### config.mk
export PLATFORM = sky130hd
export DESIGN_NAME = multicycle_control_unit
export DESIGN_NICKNAME = d
export VERILOG_FILES = /design/src/rtl/multicycle_control_unit.sv
export SDC_FILE = /design/constraint.sdc
export NUM_CORES = 1
export LEC_CHECK = 0
export CAP_MARGIN = 40
export CORE_ASPECT_RATIO = 1.1
export CORE_MARGIN = 5
export CORE_UTILIZATION = 30
export CTS_CLUSTER_SIZE = 25
export DETAILED_ROUTE_END_ITERATION = 8
export GPL_ROUTABILITY_DRIVEN = 1
export GPL_TIMING_DRIVEN = 1
export PLACE_DENSITY = 0.78
export SYNTH_ARGS = -nofsm -noshare
export SYNTH_HDL_FRONTEND = slang
export SYNTH_SLANG_ARGS = --single-unit
### constraint.sdc
create_clock -name clk -period 1.3 [get_ports clk]
set_input_delay 0.26 -clock clk [delete_from_list [all_inputs] [get_ports clk]]
set_output_delay 0.26 -clock clk [all_outputs]
set_load 0.005 [all_outputs]
### src/rtl/multicycle_control_unit.sv
// multicycle_control_unit
//   Main control FSM for a multicycle RV32-style datapath. It walks each
//   instruction through FETCH/DECODE and then the load, store, ALU, branch or
//   jal sequence. It drives the datapath selects and the write strobes for
//   every state.
//
// Ports
//   clk         rising-edge clock
//   rst         asynchronous, active-high reset (state -> FETCH, strobes low)
//   instr       instruction register contents, valid from DECODE onward
//   Zero        ALU zero flag, used by beq/bne in BRANCH
//   mem_ready   memory handshake; an access completes in the cycle it is high
//   PCWrite     PC load enable
//   AdrSrc      memory address select: 0 = PC, 1 = ALU result register
//   MemWrite    data memory write strobe
//   IRWrite     instruction register load enable
//   RegWrite    register file write enable
//   ResultSrc   00 ALUOut reg, 01 memory data, 10 ALU result direct
//   ALUSrcA     00 PC, 01 old PC, 10 rs1
//   ALUSrcB     00 rs2, 01 immediate, 10 constant 4
//   ALUControl  000 add, 001 sub, 010 and, 011 or, 100 xor, 101 slt
//   ImmSrc      00 I, 01 S, 10 B, 11 J
//   illegal     high while the FSM is parked in TRAP
module multicycle_control_unit #(
    parameter int DATA_WIDTH   = 32,
    parameter bit TRAP_ILLEGAL = 1'b1
) (
    input  logic                  clk,
    input  logic                  rst,
    input  logic [DATA_WIDTH-1:0] instr,
    input  logic                  Zero,
    input  logic                  mem_ready,
    output logic                  PCWrite,
    output logic                  AdrSrc,
    output logic                  MemWrite,
    output logic                  IRWrite,
    output logic                  RegWrite,
    output logic [1:0]            ResultSrc,
    output logic [1:0]            ALUSrcA,
    output logic [1:0]            ALUSrcB,
    output logic [2:0]            ALUControl,
    output logic [1:0]            ImmSrc,
    output logic                  illegal
);

    typedef enum logic [3:0] {
        FETCH, DECODE, MEMADR, MEMREAD, MEMWB, MEMWRITE,
        EXECR, EXECI, ALUWB, BRANCH, JAL, TRAP
    } state_t;

    localparam logic [6:0] OP_LOAD   = 7'b0000011;
    localparam logic [6:0] OP_STORE  = 7'b0100011;
    localparam logic [6:0] OP_RTYPE  = 7'b0110011;
    localparam logic [6:0] OP_ITYPE  = 7'b0010011;
    localparam logic [6:0] OP_BRANCH = 7'b1100011;
    localparam logic [6:0] OP_JAL    = 7'b1101111;

    state_t     state, next_state;
    state_t     ill_state;
    logic [6:0] opcode;
    logic [2:0] funct3;
    logic       funct7_5;
    logic       is_store;
    logic       unused_instr_bits;

    assign opcode   = instr[6:0];
    assign funct3   = instr[14:12];
    assign funct7_5 = instr[30];
    assign is_store = (opcode == OP_STORE);

    // Register indices and immediates are consumed by the datapath, not here.
    assign unused_instr_bits = ^{instr[DATA_WIDTH-1:31], instr[29:15], instr[11:7]};

    // An illegal encoding either parks the FSM or is dropped as a NOP.
    assign ill_state = TRAP_ILLEGAL ? TRAP : FETCH;

    always_ff @(posedge clk or posedge rst) begin
        if (rst) state <= FETCH;
        else     state <= next_state;
    end

    always_comb begin
        next_state = state;
        PCWrite    = 1'b0;
        AdrSrc     = 1'b0;
        MemWrite   = 1'b0;
        IRWrite    = 1'b0;
        RegWrite   = 1'b0;
        ResultSrc  = 2'b00;
        ALUSrcA    = 2'b00;
        ALUSrcB    = 2'b00;
        ALUControl = 3'b000;
        ImmSrc     = 2'b00;
        illegal    = 1'b0;

        case (state)
            FETCH: begin
                // PC + 4 goes straight back to the PC as the fetch completes.
                ALUSrcB   = 2'b10;
                ResultSrc = 2'b10;
                IRWrite   = mem_ready;
                PCWrite   = mem_ready;
                if (mem_ready) next_state = DECODE;
            end
            DECODE: begin
                // Branch target precomputed from old PC + B-immediate.
                ALUSrcA = 2'b01;
                ALUSrcB = 2'b01;
                ImmSrc  = 2'b10;
                case (opcode)
                    OP_LOAD, OP_STORE: next_state = MEMADR;
                    OP_RTYPE:          next_state = EXECR;
                    OP_ITYPE:          next_state = EXECI;
                    OP_BRANCH:         next_state = BRANCH;
                    OP_JAL:            next_state = JAL;
                    default:           next_state = ill_state;
                endcase
            end
            MEMADR: begin
                ALUSrcA = 2'b10;
                ALUSrcB = 2'b01;
                ImmSrc  = is_store ? 2'b01 : 2'b00;
                if (funct3 != 3'b010) next_state = ill_state;
                else if (is_store)    next_state = MEMWRITE;
                else                  next_state = MEMREAD;
            end
            MEMREAD: begin
                AdrSrc = 1'b1;
                if (mem_ready) next_state = MEMWB;
            end
            MEMWB: begin
                ResultSrc  = 2'b01;
                RegWrite   = 1'b1;
                next_state = FETCH;
            end
            MEMWRITE: begin
                AdrSrc   = 1'b1;
                MemWrite = 1'b1;
                if (mem_ready) next_state = FETCH;
            end
            EXECR: begin
                ALUSrcA    = 2'b10;
                next_state = ALUWB;
                case (funct3)
                    3'b000:  ALUControl = funct7_5 ? 3'b001 : 3'b000;
                    3'b111:  ALUControl = 3'b010;
                    3'b110:  ALUControl = 3'b011;
                    3'b100:  ALUControl = 3'b100;
                    3'b010:  ALUControl = 3'b101;
                    default: next_state = ill_state;
                endcase
            end
            EXECI: begin
                ALUSrcA    = 2'b10;
                ALUSrcB    = 2'b01;
                next_state = ALUWB;
                case (funct3)
                    3'b000:  ALUControl = 3'b000;
                    3'b111:  ALUControl = 3'b010;
                    3'b110:  ALUControl = 3'b011;
                    3'b100:  ALUControl = 3'b100;
                    3'b010:  ALUControl = 3'b101;
                    default: next_state = ill_state;
                endcase
            end
            ALUWB: begin
                RegWrite   = 1'b1;
                next_state = FETCH;
            end
            BRANCH: begin
                // rs1 - rs2 sets Zero; ALUOut already holds the target.
                ALUSrcA    = 2'b10;
                ALUControl = 3'b001;
                next_state = FETCH;
                case (funct3)
                    3'b000:  PCWrite = Zero;
                    3'b001:  PCWrite = ~Zero;
                    default: next_state = ill_state;
                endcase
            end
            JAL: begin
                ALUSrcA    = 2'b01;
                ALUSrcB    = 2'b10;
                ImmSrc     = 2'b11;
                PCWrite    = 1'b1;
                next_state = ALUWB;
            end
            TRAP: begin
                illegal    = 1'b1;
                next_state = TRAP;
            end
            default: next_state = FETCH;
        endcase

        // While reset is held the state is FETCH, whose strobes follow
        // mem_ready; force every strobe low so nothing is written.
        if (rst) begin
            PCWrite  = 1'b0;
            MemWrite = 1'b0;
            IRWrite  = 1'b0;
            RegWrite = 1'b0;
            illegal  = 1'b0;
        end
    end

endmodule

==> impl_metrics.ini, run 1 <==
[timing]
fin_ws_ns = -0.506
min_period_ns = 1.81
timing.final.crit_share_pct = 139
hold-worst-slack_ns = 0.524
slew_headroom_pct = 81.9
fmax_ghz = 0.554
clock_skew_ns = 0.00452
hold_viol = 0
worst_pin_slew_ns = 0.271
drv_slew = 0
setup_violations = 21
rsz0062_at_grt = true

[global_routing]
grt_pass1_wl_microns = 5270
antenna_found_initial = 0
grt_overflow = 0
grt_util_met1_pct = 18.4
grt_max_degree = 8
globalRouteTotalUtil_pct = 19.7
use_met3_pct = 5.83
met2_usage_pct = 39.5
top_usage_layer = met2
grt_pass1_vias = 1202

[power_and_ir_drop]
ir_drop_v = 0.00135
p_per_area_mw_per_mm2 = 2250
leakage_uw = 0.000860
finalPower_uw = 3950

[final_layout]
final_nets = 223
filler_cell_count = 129
multi_input_area_sq_um = 751
largestRegisters = state (4)
area_growth_pct = 154
stdcell_count = 215
layout-drive-gt1-share_pct = 71.4
diodes = 0
final_area_sq_mm = 0.00175
seq_area_sq_um = 104
largest_register = state
largest_register_ff_count = 4
fin_util_pct = 78.7

[cts]
cts_buffers = 3
insertion_delay_ns = 0.24
cts_tree = done
cts_root_buf = clkbuf_4
clk_path_buf_depth = 2
cts_sinks = 4
path_clk_slew_ns = 0.04
htreeDepth = 1
cts_hold_buf = 0

[placement]
portBuffers = 31
dp_cells = 182
post_dp_cell_area_sq_mm = 0.00129
hpwlAfterDp_microns = 1870
globalplace.congestion = 0.813

[setup_path]
path_common_cell = buf_6
startpoint = state[2]
slowest_stage = dfrtp_1
endpoint_kind = output port
r2r_cells = 7
setup.worst_path.start_class = flip-flop
crit_required_ns = 1.04
crit_arrival_ns = 1.55
critPathKind = flip-flop to output port
reg2reg_from = state[1]
crit_chain = buf_6, buf_6, nor4_4, and3_1, buf_2
max_stage_delay_ns = 0.39
cp_max_fo = 7

[logic_synthesis]
synth_top_cell_by_area = dfrtp_1
netlist.area_leader.share_pct = 14.5
synth_cells = 90
synth-main-ff-cell = dfrtp_1
synth_edf_count = 0
yosys.cell_count.top_type = nor2_1
synth_area_leaders = dfrtp_1 15%, nor2_1 7.6%, buf_6 4.9%
syn_area_sq_um = 689
yosys.cell_types.count = 45
synth.top_cells.by_count = 14 x nor2_1, 5 x nor2b_1
synth_seq_area_share_pct = 14.5
synthesis.nets = 126
async_reset_ff_share_pct = 100
synth_warnings = 0
synth_seq_cells = 4
postSynthAreaPerCell_sq_um = 7.66

[run_status]
status = finished, violations left
violations = negative setup slack

[routing]
wl_per_cell_microns = 17.0
routed_wl_microns = 3660
vias_per_cell = 5.33
drt_pass1_iterations = 4
drt-initial-drc-count = 37
ant_nets = 0
drc = 0
vias = 1145

[floorplanning]
fp.dieW_microns = 55.7
start_util_pct = 30.9
ios = 53
dieHeight_microns = 60.3
core_area_sq_mm = 0.00223
rows = 18
die_area_sq_mm = 0.00336

[worst_hold_path]
hold_path.class = input pin to asynchronous set/reset pin

[job]
drv_cap = 0
[metal layers]
metal	vias to the layer above	wire [microns]
met5	-	0
met4	0	152
met3	14	215
met2	49	1840
met1	554	1450
li1	528	-
[worst max-delay path, delay by kind of cell (launching register included)]
family                 cells  cell delay, ns
AND/OR/NAND/NOR            2            0.51
buffers and inverters      3            0.41
flip-flops                 1            0.39
[worst paths after layout]
check                            to  slack (ns)
hold / removal             state[1]        0.52
hold reg to reg            state[2]        0.81
setup reg to reg           state[0]       -0.30
max in group asynchronous  state[0]        0.66
setup / recovery            IRWrite       -0.51
min in group clk           state[2]        0.67
[cells by family after synthesis]
family,after synthesis,share of synthesized area (%)
DFF,4,14.5
and+or+nand+nor,49,44.3
xor gates and xnor gates,4,6.17
buffers and inverters,8,8.71
AOI/OAI and AO/OA,25,26.3
[placed cells by master (no fill, tap or decap), types with 4 or more instances in the layout]
master and n:
clkdlybuf4s50_1 5, dlygate4sd2_1 8, nor3_2 4, nor2_1 9, buf_2 16, nor2_2 4, buf_4 42, buf_6 26
nor2b_4 5
[power by group]
part | total, uW | switching (uW) | internal, uW
Sequential | 286 | 90.0 | 196
Combinational | 3510 | 1440 | 2070
Clock | 159 | 55.3 | 104
[metrics by stage]
stage	setup TNS, ns	setup WS (ns)
after global placement	-11.02	-0.889
after CTS	-6.85	-0.486
after detailed placement	-11.42	-0.927
after floorplan	-0.201	-0.0663
final	-6.81	-0.506
after global routing	-7.81	-0.577
[cell type report]
cell class	instances	share of cell area, %
Timing Repair Buffer	99	47.6
Multi-Input combinational cell	78	42.8
Sequential cell	4	5.92
Tap cell	30	2.14
Clock buffer	3	1.28
Inverter	1	0.214
[timing repair]
item	in CTS	in global routing
setup buffers	26	7
setup endpoints to repair	21	21
pin swaps	20	19
gates resized for setup	106	48
No activity file was read; power rests on OpenSTA's default activity.
==> run 2: changes to the inputs <==
- CORE_MARGIN: 5 -> 3
==> run 2 against run 1 <==
The run still ends with negative setup slack left. Setup slack worse by 0.026 ns. Register-to-register slack better by 0.02 ns. Cell count down 7.4%. Largest cell class is now multi-input combinational cells.
==> impl_metrics.ini, run 2 (synthesis gave the netlist of run 1 again) <==
[final_layout]
filler_cell_count = 125
final_common_cell = buf_4
largest_register_ff_count = 4
layout-drive-gt1-share_pct = 67.3
final_cell_mix = 34 x buf_4, 19 x buf_6, 13 x buf_2, 10 x dlygate4sd2_1, 9 x nor2_1
multi_input_area_sq_um = 761
diodes = 0
final_nets = 209
largest_register = state
area_growth_pct = 139
fin_util_pct = 79.2
largestRegisters = state (4)
seq_area_sq_um = 105

[floorplanning]
fp.dieW_microns = 51.7
dieHeight_microns = 56.3
die_area_sq_mm = 0.00291
core_area_sq_mm = 0.00208
start_util_pct = 33.1
ios = 53
rows = 17

[timing]
fmax_ghz = 0.546
rsz0062_at_grt = true
drv_slew = 0
timing.final.crit_share_pct = 141
slew_headroom_pct = 77.6
min_period_ns = 1.83
setup_violations = 21
hold_viol = 0
clock_skew_ns = 0.000496
fin_ws_ns = -0.532
worst_pin_slew_ns = 0.334

[global_routing]
globalRouteTotalUtil_pct = 23.7
grt_pass1_vias = 1129
antenna_found_initial = 0
grt_max_degree = 12
grt_pass1_wl_microns = 5310
grt_overflow = 0

[cts]
cts_sinks = 4
path_clk_slew_ns = 0.04
clk_path_buf_depth = 2
htreeDepth = 1
cts_buffers = 3
cts_tree = done
cts_root_buf = clkbuf_4
insertion_delay_ns = 0.23

[placement]
post-place-ws_ns = -0.950
globalplace.congestion = 0.843
hpwlAfterDp_microns = 1850
portBuffers = 31

[routing]
routed_wl_microns = 3500
vias_per_cell = 5.41
drt_pass1_iterations = 4
wl_per_cell_microns = 17.6
vias = 1077
drc = 0
ant_nets = 0
drt-initial-drc-count = 45

[power_and_ir_drop]
p_per_area_mw_per_mm2 = 2280
ir_drop_v = 0.00161
leakage_uw = 0.000777

[job]
drv_cap = 0

[setup_path]
crit_required_ns = 1.04
r2r-end = state[0]
reg2reg_from = state[1]
cp_max_fo = 4
slowest_stage = dfrtp_2
crit_chain = buf_6, buf_6, nor2_4, a21boi_2, o32a_1, nor3_2, buf_2
max_stage_delay_ns = 0.44
r2r_cells = 6
setup.worst_path.start_class = flip-flop
endpoint_kind = output port
rrSetupSlack_ns = -0.28
crit_arrival_ns = 1.57
path_common_cell = buf_6
critPathKind = flip-flop to output port

[run_status]
violations = negative setup slack
status = finished, violations left

[worst_hold_path]
hold_path.class = input pin to asynchronous set/reset pin
==> run 2: cell types whose count changed in the layout (fill, tap and decap cells not counted), moves of 2 or more <==
cell | previous run | this run
nor3b_2 | 3 | 1
dlygate4sd2_1 | 8 | 10
clkbuf_2 | 0 | 2
buf_4 | 42 | 34
buf_2 | 16 | 13
a21oi_2 | 2 | 0
buf_12 | 0 | 2
buf_6 | 26 | 19
==> run 2: worst max-delay path by stage <==
stage               startpoint       to  cells past startpoint
global route          state[3]  PCWrite                      7
floorplan             state[1]  IRWrite                      4
finish                state[3]  PCWrite                      7
CTS                   state[1]  PCWrite                      5
global placement     instr[13]  PCWrite                      5
detailed placement   instr[13]  PCWrite                      5
==> run 2: per-layer routing <==
layer	vias up	GRT usage [%]	share of wire (%)
met5	-	0	0
li1	499	-	-
met2	64	45.1	53
met4	0	10.1	2.7
met1	501	25.0	36
met3	13	2.92	8.0
==> run 2: power breakdown <==
| group | switching [uW] | internal (uW) |
|---|---|---|
| Combinational | 1420 | 1880 |
| Clock | 53.1 | 103 |
| Sequential | 103 | 198 |
==> run 2: timing repair <==
action / 4_1_cts / 5_1_grt
hold buffers: 0 / 0
resized for setup: 121 / 23
gates cloned: 1 / 0
endpoints found under the setup margin: 21 / 21
setup buffers: 15 / 7
pin swaps: 19 / 12
==> run 2: per-stage QoR <==
| step | cells | area, sq um | hold slack, ns | total power, uW | TNS (ns) |
|---|---|---|---|---|---|
| floorplan | 90 | 714 | 0.0312 | 1370 | -0.201 |
| global placement | 178 | 1290 | 0.686 | 2320 | -10.88 |
| detailed placement | 178 | 1290 | 0.691 | 2360 | -11.28 |
| CTS | 196 | 1580 | 0.510 | 3350 | -5.85 |
| global route | 199 | 1650 | 0.612 | 3970 | -8.43 |
| finish | 199 | 1650 | 0.606 | 3760 | -7.39 |
==> run 2: layout make-up <==
type	instances	area share, %
Timing Repair Buffer	85	43.8
Inverter	1	0.227
Tap cell	28	2.12
Sequential cell	4	6.37
Clock buffer	3	1.36
Multi-Input combinational cell	78	46.1
==> run 2: worst max-delay path: cells and delay by family, from the launching register on <==
| family | cells | cell delay, ns |
|---|---|---|
| buffers and inverters | 3 | 0.38 |
| and+or+nand+nor | 2 | 0.27 |
| DFF | 1 | 0.44 |
| AOI/OAI and AO/OA | 2 | 0.25 |
